**config.mk**
```make
export PLATFORM = sky130hd
export DESIGN_NAME = psum_drain_ctrl_flat
export DESIGN_NICKNAME = d
export VERILOG_FILES = /design/src/rtl/psum_drain_ctrl_if.sv /design/src/rtl/psum_drain_ctrl.sv /design/src/flat_wrapper.sv
export SDC_FILE = /design/constraint.sdc
export NUM_CORES = 1
export LEC_CHECK = 0
export ABC_CLOCK_PERIOD_IN_PS = 6100
export CORE_MARGIN = 2
export CORE_UTILIZATION = 30
export CTS_CLUSTER_DIAMETER = 120
export DETAILED_ROUTE_END_ITERATION = 12
export PLACE_DENSITY = 0.63
export SYNTH_ARGS = -nofsm -noshare
export SYNTH_HDL_FRONTEND = slang
export SYNTH_SLANG_ARGS = --single-unit
```
**constraint.sdc**
```tcl
create_clock -name clk -period 6.1 [get_ports clk]
set_clock_uncertainty 0.15 [all_clocks]
set_input_delay 1.83 -clock clk [delete_from_list [all_inputs] [get_ports clk]]
set_output_delay 1.83 -clock clk [all_outputs]
set_load 0.01 [all_outputs]
```
**src/rtl/psum_drain_ctrl_if.sv**
```systemverilog
// Bundle of the drain controller's control, OFIFO-read and psum-SRAM-write signals.
// The master side kicks transfers and supplies OFIFO data; the slave side is the drain controller.
interface psum_drain_ctrl_if #(
   parameter int col     = 8,
   parameter int psum_bw = 16,
   parameter int addr_w  = 11
) ();
   logic                     start;
   logic [addr_w-1:0]        base_addr;
   logic [addr_w-1:0]        num_vec;
   logic                     relu_en;
   logic                     ofifo_valid;
   logic [psum_bw*col-1:0]   ofifo_out;
   logic                     ofifo_rd;
   logic                     mem_cen;
   logic                     mem_wen;
   logic [addr_w-1:0]        mem_a;
   logic [psum_bw*col-1:0]   mem_d;
   logic                     busy;
   logic                     done;

   modport master (
      output start, base_addr, num_vec, relu_en, ofifo_valid, ofifo_out,
      input  ofifo_rd, mem_cen, mem_wen, mem_a, mem_d, busy, done
   );

   modport slave (
      input  start, base_addr, num_vec, relu_en, ofifo_valid, ofifo_out,
      output ofifo_rd, mem_cen, mem_wen, mem_a, mem_d, busy, done
   );
endinterface

```
**src/rtl/psum_drain_ctrl.sv**
```systemverilog
// Psum drain stage: pops psum vectors from the corelet OFIFO and writes them, one per cycle,
// to consecutive psum SRAM addresses, with optional per-lane signed ReLU on the way.
// A pop at edge N presents the SRAM write in cycle N+1; done pulses the cycle after the last write.
module psum_drain_ctrl #(
   parameter int col     = 8,
   parameter int psum_bw = 16,
   parameter int addr_w  = 11
) (
   input  logic               clk,
   input  logic               reset,
   psum_drain_ctrl_if.slave   bus
);

   typedef enum logic [1:0] {
      IDLE = 2'd0,
      RUN  = 2'd1,
      FIN  = 2'd2
   } state_e;

   localparam int VW = psum_bw * col;

   state_e              state_q, state_d;
   logic [addr_w-1:0]   rem_q;     // vectors still to pop
   logic [addr_w-1:0]   wptr_q;    // address for the next captured vector
   logic                relu_q;    // ReLU enable latched for this transfer
   logic                wpend_q;   // a captured vector is being written this cycle
   logic [VW-1:0]       wreg_q;    // write-data register, drives mem_d
   logic [addr_w-1:0]   mem_a_q;   // write-address register, drives mem_a
   logic [VW-1:0]       relu_vec;
   logic                rd;

   // Pop only in RUN, only when the OFIFO has a vector and this transfer still needs one.
   assign rd = (state_q == RUN) && bus.ofifo_valid && (rem_q != '0);

   // Per-lane ReLU on the OFIFO head: a set sign bit clamps the lane to zero.
   always_comb begin
      relu_vec = bus.ofifo_out;
      for (int l = 0; l < col; l++) begin
         if (relu_q && bus.ofifo_out[l*psum_bw + psum_bw - 1]) begin
            relu_vec[l*psum_bw +: psum_bw] = '0;
         end
      end
   end

   // Next-state logic. rem reaches zero only on a pop edge, so rem==0 in RUN means either the
   // final write is on the bus now or the transfer was empty; both leave for FIN next cycle.
   always_comb begin
      // NOTE: state_d gets its default before the case so no path leaves it unassigned (no latch).
      state_d = state_q;
      unique case (state_q)
         IDLE: if (bus.start)      state_d = RUN;
         RUN:  if (rem_q == '0)    state_d = FIN;
         FIN:                      state_d = IDLE;
         default:                  state_d = IDLE;
      endcase
   end

   // State register; an async reset abandons any transfer without a done pulse.
   always_ff @(posedge clk or posedge reset) begin
      // NOTE: all sequential state uses non-blocking assignment so every flop sees pre-edge values.
      if (reset) state_q <= IDLE;
      else       state_q <= state_d;
   end

   // Transfer parameters, pop capture and write stage.
   always_ff @(posedge clk or posedge reset) begin
      if (reset) begin
         rem_q   <= '0;
         wptr_q  <= '0;
         relu_q  <= 1'b0;
         wpend_q <= 1'b0;
         // NOTE: wreg_q is a flop bank rather than a RAM, so it takes the async clear like the rest.
         wreg_q  <= '0;
         mem_a_q <= '0;
      end else begin
         if (state_q == IDLE && bus.start) begin
            rem_q  <= bus.num_vec;
            wptr_q <= bus.base_addr;
            relu_q <= bus.relu_en;
         end
         wpend_q <= rd;
         if (rd) begin
            wreg_q  <= relu_vec;
            rem_q   <= rem_q - addr_w'(1);
            mem_a_q <= wptr_q;
            wptr_q  <= wptr_q + addr_w'(1);   // wraps modulo 2^addr_w
         end
      end
   end

   assign bus.ofifo_rd = rd;
   assign bus.mem_cen  = ~wpend_q;
   assign bus.mem_wen  = ~wpend_q;
   assign bus.mem_a    = mem_a_q;
   assign bus.mem_d    = wreg_q;
   assign bus.busy     = (state_q == RUN);
   assign bus.done     = (state_q == FIN);

endmodule

```
**src/flat_wrapper.sv**
```systemverilog
// flat-port wrapper written by rule: the top's interface ports become plain ports
module psum_drain_ctrl_flat 
#(
   parameter int col     = 8,
   parameter int psum_bw = 16,
   parameter int addr_w  = 11
)
  (clk, reset, bus_start, bus_base_addr, bus_num_vec, bus_relu_en, bus_ofifo_valid, bus_ofifo_out, bus_ofifo_rd, bus_mem_cen, bus_mem_wen, bus_mem_a, bus_mem_d, bus_busy, bus_done);
  psum_drain_ctrl_if #(.col(col), .psum_bw(psum_bw), .addr_w(addr_w)) bus_i ();
  input  logic clk;
  input  logic reset;
  input wire logic [$bits(bus_i.start)-1:0] bus_start;
  input wire logic [$bits(bus_i.base_addr)-1:0] bus_base_addr;
  input wire logic [$bits(bus_i.num_vec)-1:0] bus_num_vec;
  input wire logic [$bits(bus_i.relu_en)-1:0] bus_relu_en;
  input wire logic [$bits(bus_i.ofifo_valid)-1:0] bus_ofifo_valid;
  input wire logic [$bits(bus_i.ofifo_out)-1:0] bus_ofifo_out;
  output wire logic [$bits(bus_i.ofifo_rd)-1:0] bus_ofifo_rd;
  output wire logic [$bits(bus_i.mem_cen)-1:0] bus_mem_cen;
  output wire logic [$bits(bus_i.mem_wen)-1:0] bus_mem_wen;
  output wire logic [$bits(bus_i.mem_a)-1:0] bus_mem_a;
  output wire logic [$bits(bus_i.mem_d)-1:0] bus_mem_d;
  output wire logic [$bits(bus_i.busy)-1:0] bus_busy;
  output wire logic [$bits(bus_i.done)-1:0] bus_done;
  assign bus_i.start = bus_start;
  assign bus_i.base_addr = bus_base_addr;
  assign bus_i.num_vec = bus_num_vec;
  assign bus_i.relu_en = bus_relu_en;
  assign bus_i.ofifo_valid = bus_ofifo_valid;
  assign bus_i.ofifo_out = bus_ofifo_out;
  assign bus_ofifo_rd = bus_i.ofifo_rd;
  assign bus_mem_cen = bus_i.mem_cen;
  assign bus_mem_wen = bus_i.mem_wen;
  assign bus_mem_a = bus_i.mem_a;
  assign bus_mem_d = bus_i.mem_d;
  assign bus_busy = bus_i.busy;
  assign bus_done = bus_i.done;
  psum_drain_ctrl #(.col(col), .psum_bw(psum_bw), .addr_w(addr_w)) u_core (.clk(clk), .reset(reset), .bus(bus_i));
endmodule
```
Word-level counts from Yosys, hierarchy flattened
Index checks and enable logic that the tools add are counted.
{"block": "op_classes", "n_addsub": 2, "n_eq_ne": 4, "muxes": 15, "bitwise_logic": 1, "n_reduce_logical": 16}
{"cell": "$mux W16", "count": 8}
{"cell": "$mux W11", "count": 4}
{"cell": "$add A11 B1 Y11 const B", "count": 1}
{"cell": "$logic_and A1 B1 Y1", "count": 11}
{"cell": "$logic_not A11 Y1", "count": 1}
{"cell": "$reduce_bool A11 Y1", "count": 1}
{"cell": "$sub A11 B1 Y11 const B", "count": 1}
{"cell": "$mux W2", "count": 2}
{"cell": "$pmux W2 S2", "count": 1}
{"cell": "$eq A2 B1 Y1 const B", "count": 1}
{"cell": "$eq A2 B2 Y1 const B", "count": 1}
{"cell": "$logic_not A2 Y1", "count": 1}
{"cell": "$ne A2 B1 Y1 const B", "count": 1}
{"cell": "$ne A2 B2 Y1 const B", "count": 1}
{"cell": "$reduce_and A2 Y1", "count": 1}
{"cell": "$reduce_bool A2 Y1", "count": 1}
{"cell": "$not A1 Y1", "count": 1}
{"block": "totals", "ff_bits": 165, "in_bits": 155}

Depth between registers and ports, before layout
Gate-level depths: netlist of the first run.
{"block": "depth", "word_depth": 4, "mapped_depth": 9, "ltp_nobuf": 7}

Least setup slack after synthesis of the first run
OpenSTA, ideal clock, no wires.
{"block": "synth_timing", "path_kind": "in2out", "start": "input port bus_ofifo_valid", "end": "output port bus_ofifo_rd", "arrival_ns": 2.531, "required_time_ns": 4.120, "path_slack_ns": 1.589, "path_stages": 5, "path_buffers": 2, "path_cell_list": "nand3b_1 > a31o_4 > inv_2 > buf_6 > buf_4"}
{"block": "synth_via", "elab_chain_cells": 2}
{"item": "from (decl)", "line": "flat_wrapper.sv:16", "text": "input wire logic [$bits(bus_i.ofifo_valid)-1:0] bus_ofifo_valid;"}
{"item": "$logic_and A1 B1 Y1 (2 in a row)", "line": "psum_drain_ctrl.sv:33", "text": "assign rd = (state_q == RUN) && bus.ofifo_valid && (rem_q != '0);"}
{"item": "to (decl)", "line": "flat_wrapper.sv:18", "text": "output wire logic [$bits(bus_i.ofifo_rd)-1:0] bus_ofifo_rd;"}
Every way passes these cells.

Worst setup path in the final report of the first run
Ends and elaborated chain as after synthesis.

==> results of run 1 <==
cell type report:
cell class                      count  area [um2]
Clock buffer                       19       432.9
Clock inverter                     12       145.1
Sequential cell                   165        4129
Inverter                           11       47.55
Multi-Input combinational cell    533        2540
Timing Repair Buffer              304        3040
Fill cell                        2278       12600
Tap cell                          319       399.1
final timing paths:
path | from | to | slack, ns | cells past startpoint
min | u_core.bus.mem_d[15]$_DFFE_PP0P_ | u_core.bus.mem_d[15]$_DFFE_PP0P_ | 0.31 | 2
min reg2reg | u_core.bus.mem_d[15]$_DFFE_PP0P_ | u_core.bus.mem_d[15]$_DFFE_PP0P_ | 0.31 | 2
max in group asynchronous | reset | u_core.bus.mem_d[31]$_DFFE_PP0P_ | 3.13 | 3
max reg2reg | u_core.rem_q[0]$_DFFE_PP0P_ | u_core.rem_q[0]$_DFFE_PP0P_ | 2.13 | 8
max | bus_ofifo_valid | bus_ofifo_rd | 0.90 | 5
min in group asynchronous | reset | u_core.bus.mem_d[58]$_DFFE_PP0P_ | 1.83 | 3
sequential cells by signal, summed over array words and instances (netlist names):
name              cells
u_core.wptr_q        11
u_core.relu_q         1
u_core.bus.mem_d    128
u_core.bus.mem_a     11
u_core.wpend_q        1
u_core.rem_q         11
u_core.state_q        2
critical path: stages:
cell and delay (ns):
clkdlybuf4s50_1 0.47, nand3b_1 0.11, a31o_4 0.24, inv_4 0.05, clkdlybuf4s50_1 0.52
cells in the mapped netlist (all sizes together), types with 2 or more instances:
cell type  instances
mux2i              5
a211o              3
a31oi              4
or4                4
buf               43
a21o               2
nor2b              2
nor3b              3
a22oi              2
nor3               3
o21ai             10
nand2            309
inv               11
clkbuf             6
o311ai             7
a21oi              3
dfrtp            165
nand3            131
ha                 2
o221a              3
nand3b             9
o211ai             3
nor2               5
or2                2
and4               4
kinds of logic after synthesis:
family	Yosys count
AOI/OAI and AO/OA	44
adders and majority gates	2
buffers and inverters	60
DFF	165
muxes	6
and+or+nand+nor	481
layer usage:
| layer | vias to the layer above | wire (um) | global-route usage (%) |
|---|---|---|---|
| met5 | - | 0 | 0 |
| met3 | 8 | 1436 | 4.298 |
| met1 | 2974 | 9314 | 22.11 |
| met2 | 189 | 10100 | 27.08 |
| li1 | 3065 | - | - |
| met4 | 0 | 113 | 3.377 |
metrics by stage:
| stage | setup WS [ns] | util [%] | std cells | power, mW |
|---|---|---|---|---|
| 2_1_floorplan | 1.589 | - | 758 | 2.393 |
| 5_1_grt | 0.8384 | 46.00 | 1363 | 4.522 |
| 3_5_place_dp | 0.8955 | 43.53 | 1332 | 3.206 |
| 6_report | 0.9031 | 46.00 | 1363 | 4.238 |
| 4_1_cts | 0.8940 | 46.00 | 1363 | 4.305 |
| 3_3_place_gp | 0.8982 | 43.53 | 1332 | 3.177 |
power breakdown:
part           total, mW  switching [mW]  leakage, nW  internal (mW)
clock network       1.08           0.469        0.269          0.610
registers           1.67           0.237         2.04           1.44
logic               1.49           0.712         2.66          0.775
==> results.yml, run 1 <==
routing:
  drc: 0
  routed_wl_um: 20970
  dr.pass1.iters: 4
  vias: 6236
  routedWlPerCell_um: 15.38
  drt.antenna.violating_nets: 0
  via_per_inst: 4.575
  drtIter0Drc: 303
synth:
  yosys_warnings: 0
  synth_edf_count: 0
  avgSynthCellArea_um2: 9.351
  ys_ff_latch: 165
  synth_top_area_cell: "dfrtp_1"
  synth_compound_area_share_pct: 4.748
  post_synth_and_or_nand_nor_area_fraction_pct: 29.80
  synthesis.nets: 915
  synth_cell_types: 49
  seq_area_frac_synth_pct: 58.25
  synthAdderAreaFrac_pct: 0.3530
  ys_async_sr_fraction_pct: 100.0
  synth_top_area_share_pct: 58.25
  syn_area_um2: 7088
  synthCells: 758
  synth_top_family_by_area: "simple AND/OR/NAND/NOR gates"
  synthXorXnorAreaFrac_pct: 0
  muxShareOfSynthArea_pct: 0.8650
  synthTopCellsByArea: "dfrtp_1 58%, nand2_1 16%, nand3_1 9.2%, buf_6 3.0%, nand3b_1 0.95%"
  synth-main-ff-cell: "dfrtp_1"
grt:
  grt_overflow: 0
  grt_max_degree: 166
  antenna_found_initial: 0
  grt_pass1_vias: 6061
  grt_usage_pct: 16.52
  grt_pass1_wl_um: 32490
clocking:
  htree_levels: 4
  cts_resized: 0
  cts_root_buf: "clkbuf_16"
  clock-sinks: 165
  hold_buffers: 0
  insertion_delay_ns: 0.41
  cts_tree: "built"
  cts.reportedPaths.clkPinSlew_ns: 0.06
  cts_setup_buffers: 0
  clockBufferDepth: 2
  cts_buffers: 17
timing:
  final.setup.tns_ns: 0
  setup_viol: 0
  hold_slack_ns: 0.3128
  tightest_slew_ns: 1.034
  period_share_pct: 85.19
  period_minus_slack_ns: 5.197
  maxSlewHeadroom_pct: 31.07
  rsz0062_at_grt: "no"
  drv_slew: 0
  fmax_mhz: 192.4
  hold_viol_final: 0
placement:
  post_dp_cell_area_um2: 10160
  routabilityCongestion: 0.7729
  place_hpwl_um: 14150
  io_buffers: 298
floorplanning:
  start_util_pct: 30.38
  die_area_um2: 24870
  ios: 299
  die_y_um: 157.7
  std_cell_rows: 56
  core_area_um2: 23330
  die_w_um: 157.7
layout:
  final_common_cell: "nand2_1"
  layout_common_cells: "309 x nand2_1, 298 x clkdlybuf4s50_1, 165 x dfrtp_1"
  drive_gt1_share_pct: 4.502
  nNetsFinal: 1189
  num_antenna_cells: 0
  area.growth.synth_to_final_pct: 51.44
  design_area_um2: 10730
setup_path:
  worstSetupStartpointType: "input pin"
  arrival_ns: 3.22
  crit_type: "in -> out"
  required_ns: 4.12
  crit_fanout: 2
  end_kind: "primary output"
min_path:
  hold_class: "reg -> reg"
power_and_ir_drop:
  p_leak_nw: 4.967
  peakVddDrop_v: 0.0002251
  powerDensity_nw_per_um2: 394.8
status:
  status: "finished, final reports clean"
flow_run:
  cap_violations: 0
Note: power is estimated with default switching activity, not from simulation.
==> run 2, diff against run 1 <==
--- a/config.mk
+++ b/config.mk
@@ -6,11 +6,13 @@
 export NUM_CORES = 1
 export LEC_CHECK = 0
 export ABC_CLOCK_PERIOD_IN_PS = 6100
+export CAP_MARGIN = 20
 export CORE_MARGIN = 2
 export CORE_UTILIZATION = 30
 export CTS_CLUSTER_DIAMETER = 120
 export DETAILED_ROUTE_END_ITERATION = 12
 export PLACE_DENSITY = 0.63
+export SKIP_CTS_REPAIR_TIMING = 1
 export SYNTH_ARGS = -nofsm -noshare
 export SYNTH_HDL_FRONTEND = slang
 export SYNTH_SLANG_ARGS = --single-unit
==> results of run 2 <==
The final DEF is identical to that of run 1; final timing and power are the same.
==> run 3, diff against run 2 <==
==> constraint.sdc (replaced) <==
create_clock -name clk -period 6.1 [get_ports clk]
set_clock_uncertainty 0.15 [all_clocks]
set_input_delay 1.83 -clock clk [delete_from_list [all_inputs] [get_ports clk]]
set_output_delay 1.83 -clock clk [all_outputs]
set_load 0.02 [all_outputs]
==> results.yml, run 3 (synthesis gave the netlist of run 1 again) <==
floorplanning:
  die_y_um: 157.7
  core_area_um2: 23330
  die_w_um: 157.7
  std_cell_rows: 56
  die_area_um2: 24870
  ios: 299
  start_util_pct: 30.38
grt:
  grt_max_degree: 87
  grt_overflow: 0
  grt_pass1_wl_um: 33150
  grt_pass1_vias: 6079
  antenna_found_initial: 0
  grt_usage_pct: 16.93
layout:
  ff_latch_area_um2: 4129
  nFillCells: 2295
  drive_gt1_share_pct: 4.785
  nNetsFinal: 1191
  final_common_cell: "nand2_1"
  area.growth.synth_to_final_pct: 51.74
  multi_input_area_um2: 2540
  instances_no_fill: 1364
  design_area_um2: 10760
  layout_common_cells: "309 x nand2_1, 298 x clkdlybuf4s50_1, 165 x dfrtp_1"
  num_antenna_cells: 0
  largest_register_ffs: 128
status:
  status: "finished, final reports clean"
timing:
  rsz0062_at_grt: "no"
  maxSlewHeadroom_pct: 37.06
  setup_slack_ns: 0.8171
  tightest_slew_ns: 0.9441
  setup_viol: 0
  hold_viol_final: 0
  period_share_pct: 86.60
  hold_slack_ns: 0.3136
  final.setup.tns_ns: 0
  fmax_mhz: 189.3
  drv_slew: 0
  period_minus_slack_ns: 5.283
routing:
  routedWlPerCell_um: 15.71
  via_per_inst: 4.630
  routed_wl_um: 21430
  dr.pass1.iters: 4
  drtIter0Drc: 387
  drc: 0
  vias: 6316
  drt.antenna.violating_nets: 0
placement:
  io_buffers: 298
  routabilityCongestion: 0.7704
  post_dp_cell_area_um2: 10170
  post-place-ws_ns: 0.8189
  dp.cells: 1334
  place_hpwl_um: 14570
setup_path:
  worst_r2r_path_depth: 8
  end_kind: "primary output"
  arrival_ns: 3.30
  timing.rr.end: "u_core.wptr_q[9]$_DFFE_PP0P_"
  rr_startpoint: "u_core.rem_q[0]$_DFFE_PP0P_"
  r2r_slack_ns: 2.19
  worstSetupStartpointType: "input pin"
  crit_type: "in -> out"
  required_ns: 4.12
  crit_fanout: 2
clocking:
  cts_buffers: 17
  cts_tree: "built"
  cts_root_buf: "clkbuf_16"
  insertion_delay_ns: 0.41
  clock-sinks: 165
  htree_levels: 4
  clockBufferDepth: 2
  cts.reportedPaths.clkPinSlew_ns: 0.06
power_and_ir_drop:
  powerDensity_nw_per_um2: 415.5
  peakVddDrop_v: 0.0001946
  p_leak_nw: 4.982
min_path:
  hold_depth: 2
  hold_class: "reg -> reg"
  min-delay-start: "u_core.bus.mem_d[15]$_DFFE_PP0P_"
  holdPathEnd: "u_core.bus.mem_d[15]$_DFFE_PP0P_"
flow_run:
  cap_violations: 0
-- run 3: changes by cell type in the layout (fill, tap and decap cells not counted), sizes merged --
cell	delta
clkbuf	-1
buf	+2
-- run 3: worst max path at each step --
stage,startpoint,endpoint,cells past startpoint
after floorplan,bus_ofifo_valid,bus_ofifo_rd,5
after global placement,bus_ofifo_valid,bus_ofifo_rd,5
after detailed placement,bus_ofifo_valid,bus_ofifo_rd,5
after CTS,bus_ofifo_valid,bus_ofifo_rd,5
after global routing,bus_ofifo_valid,bus_ofifo_rd,5
final,bus_ofifo_valid,bus_ofifo_rd,5
-- run 3: per-stage QoR --
step,utilization (%),power (mW)
finish,46.10,4.468
global route,46.10,4.740
CTS,46.10,4.529
detailed placement,43.59,3.417
global placement,43.59,3.391
floorplan,-,2.601
-- run 3: critical path, stage by stage --
cell and delay [ns]:
clkdlybuf4s50_1 0.48, nand3b_1 0.12, a31o_4 0.24, inv_4 0.05, clkdlybuf4s50_1 0.59
-- run 3: final cells by class --
| type | count | share of cell area [%] |
|---|---|---|
| clock buffers | 18 | 4.083 |
| clock inverters | 12 | 1.349 |
| inverters | 11 | 0.4421 |
| multi-input cells | 533 | 23.62 |
| flip-flops and latches | 165 | 38.39 |
| well taps | 319 | 3.711 |
| repair buffers | 306 | 28.41 |
-- run 3: power breakdown --
part / switching, mW / internal (mW) / leakage (nW)
registers: 0.238 / 1.44 / 2.04
logic: 0.927 / 0.776 / 2.67
clock network: 0.473 / 0.618 / 0.273
-- run 3: metal layers --
metal  up-vias  track usage [%]  routed length [um]
met4         0            4.675                 257
met2       208            27.37               10200
li1       3072                -                   -
met1      3022            22.70                9639
met3        14            4.051                1326
met5         -                0                   0
